<file path="config.mk">
export PLATFORM = sky130hd
export DESIGN_NAME = irq_request_latch_flat
export DESIGN_NICKNAME = d
export VERILOG_FILES = /design/src/rtl/irq_request_latch_if.sv /design/src/rtl/irq_request_latch.sv /design/src/flat_wrapper.sv
export SDC_FILE = /design/constraint.sdc
export NUM_CORES = 1
export LEC_CHECK = 0
export CORE_UTILIZATION = 45
export CTS_CLUSTER_SIZE = 30
export DETAILED_ROUTE_END_ITERATION = 8
export GPL_ROUTABILITY_DRIVEN = 0
export PLACE_DENSITY = 0.81
export SLEW_MARGIN = 40
export SYNTH_ARGS = -nofsm -noshare
export SYNTH_HDL_FRONTEND = slang
export SYNTH_SLANG_ARGS = --single-unit
</file>
<file path="constraint.sdc">
create_clock -name clk -period 1.4 [get_ports clk]
set_input_delay 0.28 -clock clk [delete_from_list [all_inputs] [get_ports clk]]
set_output_delay 0.28 -clock clk [all_outputs]
set_load 0.005 [all_outputs]
</file>
<file path="src/rtl/irq_request_latch_if.sv">
// Signal bundle between the request latch, the CPU-side handshake and the external
// priority encoder. The latch itself uses the master view; the environment uses the slave view.
interface irq_request_latch_if;
   logic [7:0] irq_in;
   logic [7:0] edge_mode;
   logic [7:0] mask;
   logic [7:0] pend_d;
   logic [2:0] enc_y;
   logic       enc_valid;
   logic       irq_req;
   logic [2:0] irq_id;
   logic       irq_ack;
   logic       eoi;
   logic       in_service;

   modport master (
      input  irq_in,
      input  edge_mode,
      input  mask,
      input  enc_y,
      input  enc_valid,
      input  irq_ack,
      input  eoi,
      output pend_d,
      output irq_req,
      output irq_id,
      output in_service
   );

   modport slave (
      output irq_in,
      output edge_mode,
      output mask,
      output enc_y,
      output enc_valid,
      output irq_ack,
      output eoi,
      input  pend_d,
      input  irq_req,
      input  irq_id,
      input  in_service
   );
endinterface

</file>
<file path="src/rtl/irq_request_latch.sv">
// Interrupt request front-end: synchronises 8 request lines, latches edge/level events,
// feeds the masked pending vector to an 8-to-3 encoder and runs the CPU req/ack/eoi handshake.
module irq_request_latch #(
   parameter int unsigned SYNC_STAGES = 2  // legal 2..3
) (
   input logic                 clk,
   input logic                 rst_n,
   irq_request_latch_if.master bus
);

   localparam int unsigned N = 8;

   typedef enum logic [1:0] {StIdle, StReq, StSvc} state_e;

   logic [SYNC_STAGES-1:0][N-1:0] sync_q;
   logic [N-1:0]                  sync_s;
   logic [N-1:0]                  prev_q;
   logic [N-1:0]                  edge_set;
   logic [N-1:0]                  pending_q, pending_d;

   state_e     state_q, state_d;
   logic       irq_req_q, irq_req_d;
   logic [2:0] irq_id_q, irq_id_d;
   logic       in_service_q, in_service_d;
   logic       ack_clr;
   logic       withdraw;

   // ---------------------------------------------------------------------------------------
   // Synchroniser, edge detection and pending bits
   // ---------------------------------------------------------------------------------------
   assign sync_s   = sync_q[SYNC_STAGES-1];
   assign edge_set = sync_s & ~prev_q;
   assign ack_clr  = (state_q == StReq) && bus.irq_ack;

   always_ff @(posedge clk or negedge rst_n) begin
      if (!rst_n) begin
         sync_q    <= '0;
         prev_q    <= '0;
         pending_q <= '0;
      end else begin
         sync_q    <= {sync_q[SYNC_STAGES-2:0], bus.irq_in};
         prev_q    <= sync_s;
         pending_q <= pending_d;
      end
   end

   // In edge mode a fresh edge beats an ack-clear in the same cycle so no event is lost.
   always_comb begin
      pending_d = '0;
      for (int i = 0; i < N; i++) begin
         if (bus.edge_mode[i]) begin
            pending_d[i] = edge_set[i] |
                           (pending_q[i] & ~(ack_clr && (irq_id_q == 3'(i))));
         end else begin
            pending_d[i] = sync_s[i];
         end
      end
   end

   assign bus.pend_d = pending_q & ~bus.mask & {N{state_q == StIdle}};

   // ---------------------------------------------------------------------------------------
   // Handshake FSM: state register, next-state logic, registered-output logic
   // ---------------------------------------------------------------------------------------
   always_ff @(posedge clk or negedge rst_n) begin
      if (!rst_n) begin
         state_q      <= StIdle;
         irq_req_q    <= 1'b0;
         irq_id_q     <= 3'd0;
         in_service_q <= 1'b0;
      end else begin
         state_q      <= state_d;
         irq_req_q    <= irq_req_d;
         irq_id_q     <= irq_id_d;
         in_service_q <= in_service_d;
      end
   end

   assign withdraw = ~pending_q[irq_id_q] | bus.mask[irq_id_q];

   always_comb begin
      state_d = state_q;
      unique case (state_q)
         StIdle: begin
            if (bus.enc_valid) state_d = StReq;
         end
         StReq: begin
            if (bus.irq_ack)   state_d = StSvc;
            else if (withdraw) state_d = StIdle;
         end
         StSvc: begin
            if (bus.eoi) state_d = StIdle;
         end
         default: state_d = StIdle;
      endcase
   end

   // irq_id only moves when a new request is launched, so it holds through REQ/SVC and IDLE.
   always_comb begin
      irq_req_d    = (state_d == StReq);
      in_service_d = (state_d == StSvc);
      irq_id_d     = irq_id_q;
      if (state_q == StIdle && bus.enc_valid) irq_id_d = bus.enc_y;
   end

   assign bus.irq_req    = irq_req_q;
   assign bus.irq_id     = irq_id_q;
   assign bus.in_service = in_service_q;

   // ---------------------------------------------------------------------------------------
   // Sanity properties
   // ---------------------------------------------------------------------------------------
   a_req_svc_excl: assert property (@(posedge clk) disable iff (!rst_n)
      !(irq_req_q && in_service_q));

   a_id_stable: assert property (@(posedge clk) disable iff (!rst_n)
      (state_q != StIdle) |=> $stable(irq_id_q));

   a_pend_gated: assert property (@(posedge clk) disable iff (!rst_n)
      (state_q != StIdle) |-> (bus.pend_d == '0));

endmodule

</file>
<file path="src/flat_wrapper.sv">
// flat-port wrapper written by rule: the top's interface ports become plain ports
module irq_request_latch_flat 
#(
   parameter int unsigned SYNC_STAGES = 2               
)
  (clk, rst_n, bus_irq_in, bus_edge_mode, bus_mask, bus_enc_y, bus_enc_valid, bus_irq_ack, bus_eoi, bus_pend_d, bus_irq_req, bus_irq_id, bus_in_service);
  irq_request_latch_if bus_i ();
  input logic clk;
  input logic rst_n;
  input wire logic [$bits(bus_i.irq_in)-1:0] bus_irq_in;
  input wire logic [$bits(bus_i.edge_mode)-1:0] bus_edge_mode;
  input wire logic [$bits(bus_i.mask)-1:0] bus_mask;
  input wire logic [$bits(bus_i.enc_y)-1:0] bus_enc_y;
  input wire logic [$bits(bus_i.enc_valid)-1:0] bus_enc_valid;
  input wire logic [$bits(bus_i.irq_ack)-1:0] bus_irq_ack;
  input wire logic [$bits(bus_i.eoi)-1:0] bus_eoi;
  output wire logic [$bits(bus_i.pend_d)-1:0] bus_pend_d;
  output wire logic [$bits(bus_i.irq_req)-1:0] bus_irq_req;
  output wire logic [$bits(bus_i.irq_id)-1:0] bus_irq_id;
  output wire logic [$bits(bus_i.in_service)-1:0] bus_in_service;
  assign bus_i.irq_in = bus_irq_in;
  assign bus_i.edge_mode = bus_edge_mode;
  assign bus_i.mask = bus_mask;
  assign bus_i.enc_y = bus_enc_y;
  assign bus_i.enc_valid = bus_enc_valid;
  assign bus_i.irq_ack = bus_irq_ack;
  assign bus_i.eoi = bus_eoi;
  assign bus_pend_d = bus_i.pend_d;
  assign bus_irq_req = bus_i.irq_req;
  assign bus_irq_id = bus_i.irq_id;
  assign bus_in_service = bus_i.in_service;
  irq_request_latch #(.SYNC_STAGES(SYNC_STAGES)) u_core (.clk(clk), .rst_n(rst_n), .bus(bus_i));
endmodule
</file>
==> metrics.md <==
| Metric | Value |
|---|---|
| Crit path DAT | `1.38 ns` |
| Sequential standard cell area | `978 um^2` |
| Num CTS Buffers | `5` |
| Worst slew pin tran | `0.442 ns` |
| Residual DRC | `4` |
| Rows | `19` |
| Detailed placement HPWL | `2350 um` |
| Clk_skew | `0.00544 ns` |
| Chip Width | `58.1 um` |
| Final period util | `1.19` |
| VDD IR-drop max | `0.000828 V` |
| CP Data Required Time | `1.12 ns` |
| Routed Antenna Nets | `0` |
| CTS tree | `yes` |
| PortBufs | `44` |
| Initial Util | `0.492` |
| Number of DRC markers in iteration 0 | `42` |
| Post-DP Area | `1970 um^2` |
| Yosys warns | `0` |
| CP dominant cell by count | `buf_6` |
| Max-slew headroom | `0.705` |
| Vias | `1132` |
| Area Growth Syn to Fin | `57.3%` |
| Cell area after layout | `2220 um^2` |
| First-pass GRT wire length | `5620 um` |
| Top_reg_cell synth | `dfrtp_1` |
| Post-synth ARST share | `1.00` |
| Met2 Usage GRT | `0.396` |
| DR vias/cell | `5.15` |
| Syn_area_per_cell | `13.3 um^2` |
| Io pins | `45` |
| Clock Sinks | `39` |
| Initial antenna violation count | `0` |
| Vias in the first global route | `1215` |
| Cell family with most CP delay | `flip-flops` |
| RSZ-0062 raised after global routing | `true` |
| Slowest cell delay on critical path | `0.41 ns` |
| Die Span Y | `58.1 um` |
| H-Tree Depth | `2` |
| Routed WL | `3630 um` |
| Final worst setup slack | `-0.263 ns` |
| Final setup fails | `21` |
| Pleak | `0.986 nW` |
| Reg clk slew, reported paths | `0.11 ns` |
| Mapped Cells | `106` |
| Gr usage total | `0.237` |
| Met3 Usage GRT | `0.0960` |
| Largest net degree at the start of global routing | `22` |
| Setup TNS Final | `-3.38 ns` |
| Core area | `2880 um^2` |
| Net Count, Synth | `138` |
| Drt wl/cell | `16.5 um` |
| Status | `complete, but fails checks` |
| Non-filler cells, final | `220` |
| FILL cells | `183` |
| Clk_lat worst skew | `0.34 ns` |
| Startpoint types | `register` |
| Crit path max-delay cell type | `dfrtp_1` |
| Final Critical Period | `1.66 ns` |
| Critical path class | `register to output pin` |
| TritonRoute pass-1 iters | `6` |
| Share of cells above drive strength 1 | `0.360` |
| Ant diodes | `0` |
| HP Class | `register to register` |
| #FFs+latches synth | `39` |
| Die area | `3370 um^2` |
| Fmax | `601 MHz` |
| Failing checks | `DRC, setup timing` |
| Placed insts | `199` |
| Root Buffer | `clkbuf_4` |
| Final hold vios | `0` |
| Total of max-cap violations | `0` |
| CP bufs+invs | `3` |
| Mapped Area | `1410 um^2` |
| CP max FO | `4` |
| Global-route met1 utilization | `0.269` |
| Most Crowded Layer GR | `met2` |
| Post-synthesis sequential area ratio | `0.690` |
| Grt total ovfl | `0` |
| Post-synth EDFFs | `0` |
| WHS | `0.357 ns` |
| Area of the multi-input gates | `507 um^2` |
| Element type at the critical path end | `output pin` |
| Clock Path Buffers | `2` |
| Final slew viol count | `0` |
| Cell Chain, Critical Path | `buf_4 -> buf_6 -> nor2_4 -> and3_4 -> buf_6` |
| Final #Nets | `209` |
| Power Dens Cells | `1550 nW/um^2` |
| Synth cell types | `26` |
## area by class of cell
class,count,area share
tap,42,0.0236
clock buffer,8,0.0310
timing repair buffer,67,0.274
inverter,2,0.00338
multi-input combinational,62,0.228
sequential,39,0.440
## worst paths after layout
check / cells past startpoint / slack [ns] / from / to
worst min register to register: 0 / 0.36 / u_core.sync_q[1] / u_core.sync_s[1]
worst max-delay path: 5 / -0.26 / u_core.state_q[0] / bus_pend_d[2]
min in group asynchronous: 2 / 0.41 / rst_n / u_core.prev_q[7]
max in group asynchronous: 3 / 0.52 / rst_n / u_core.bus.irq_id[0]
worst min-delay path: 0 / 0.36 / u_core.sync_q[1] / u_core.sync_s[1]
worst max register to register: 7 / -0.24 / u_core.state_q[1] / u_core.pending_q[7]
## logic make-up after synthesis
logic type,count (synthesis),synth area share
mux,4,0.0398
compound gates,12,0.0752
buf+inv,5,0.0212
flops,39,0.690
simple gates,46,0.173
## metrics by stage
step,worst slack [ns],utilization,power [mW]
after floorplan,0.0606,-,1.86
after global placement,-0.384,0.684,2.38
after detailed placement,-0.456,0.684,2.43
after CTS,-0.257,0.746,3.29
after global routing,-0.316,0.773,3.64
final,-0.263,0.773,3.45
## flip-flops by register name, indices dropped and copies added, names as in the netlist
name and count:
u_core.pending_q 8, u_core.prev_q 8, u_core.sync_q 8, u_core.sync_s 8
u_core.bus.irq_id 3, u_core.state_q 2, u_core.bus.in_service 1, u_core.bus.irq_req 1
## per-layer routing
layer  up-vias  share of wire
met4         0          0.028
met2        49           0.51
met3        12          0.069
met1       557           0.39
li1        514              -
met5         -              0
## Yosys cell counts, drive strengths merged, types with 2 or more instances
cell type,n,area (um^2)
nand3,2,10.0
nand2b,4,32.5
nand2,18,67.6
nor3b,3,22.5
a21oi,2,10.0
a32o,8,80.1
nand3b,2,15.0
inv,2,7.51
and3,2,17.5
nor2,9,33.8
dfrtp,39,976
mux2,3,33.8
buf,2,18.8
## power by group
| group | total, mW | leakage (nW) | internal (mW) | switching, mW |
|---|---|---|---|---|
| clock network | 0.631 | 0.0386 | 0.295 | 0.336 |
| registers | 1.36 | 0.456 | 1.28 | 0.0783 |
| logic | 1.46 | 0.491 | 0.801 | 0.657 |
## timing repair
item / in CTS / in global routing
setup buffers: 8 / 5
gates resized for setup: 57 / 15
hold buffers: 1 / 0
pin swaps: 22 / 10
hold endpoints to repair: 18 / 0
cloned: 0 / 0
setup endpoints to repair: 16 / 21
## cells in the final DEF (no fill, tap or decap), drive strengths merged, types with 2 or more instances in the layout
master | Yosys | routed
nand2 | 18 | 18
clkdlybuf4s50 | 0 | 30
a21oi | 2 | 2
dfrtp | 39 | 39
mux2 | 3 | 3
buf | 2 | 30
a32o | 8 | 8
nor3b | 3 | 3
nand2b | 4 | 4
and3 | 2 | 2
nand3 | 2 | 2
nand3b | 2 | 2
nor2 | 9 | 9
clkbuf | 1 | 9
inv | 2 | 2
dlygate4sd2 | 0 | 5
No activity file was read; power rests on OpenSTA's default activity.
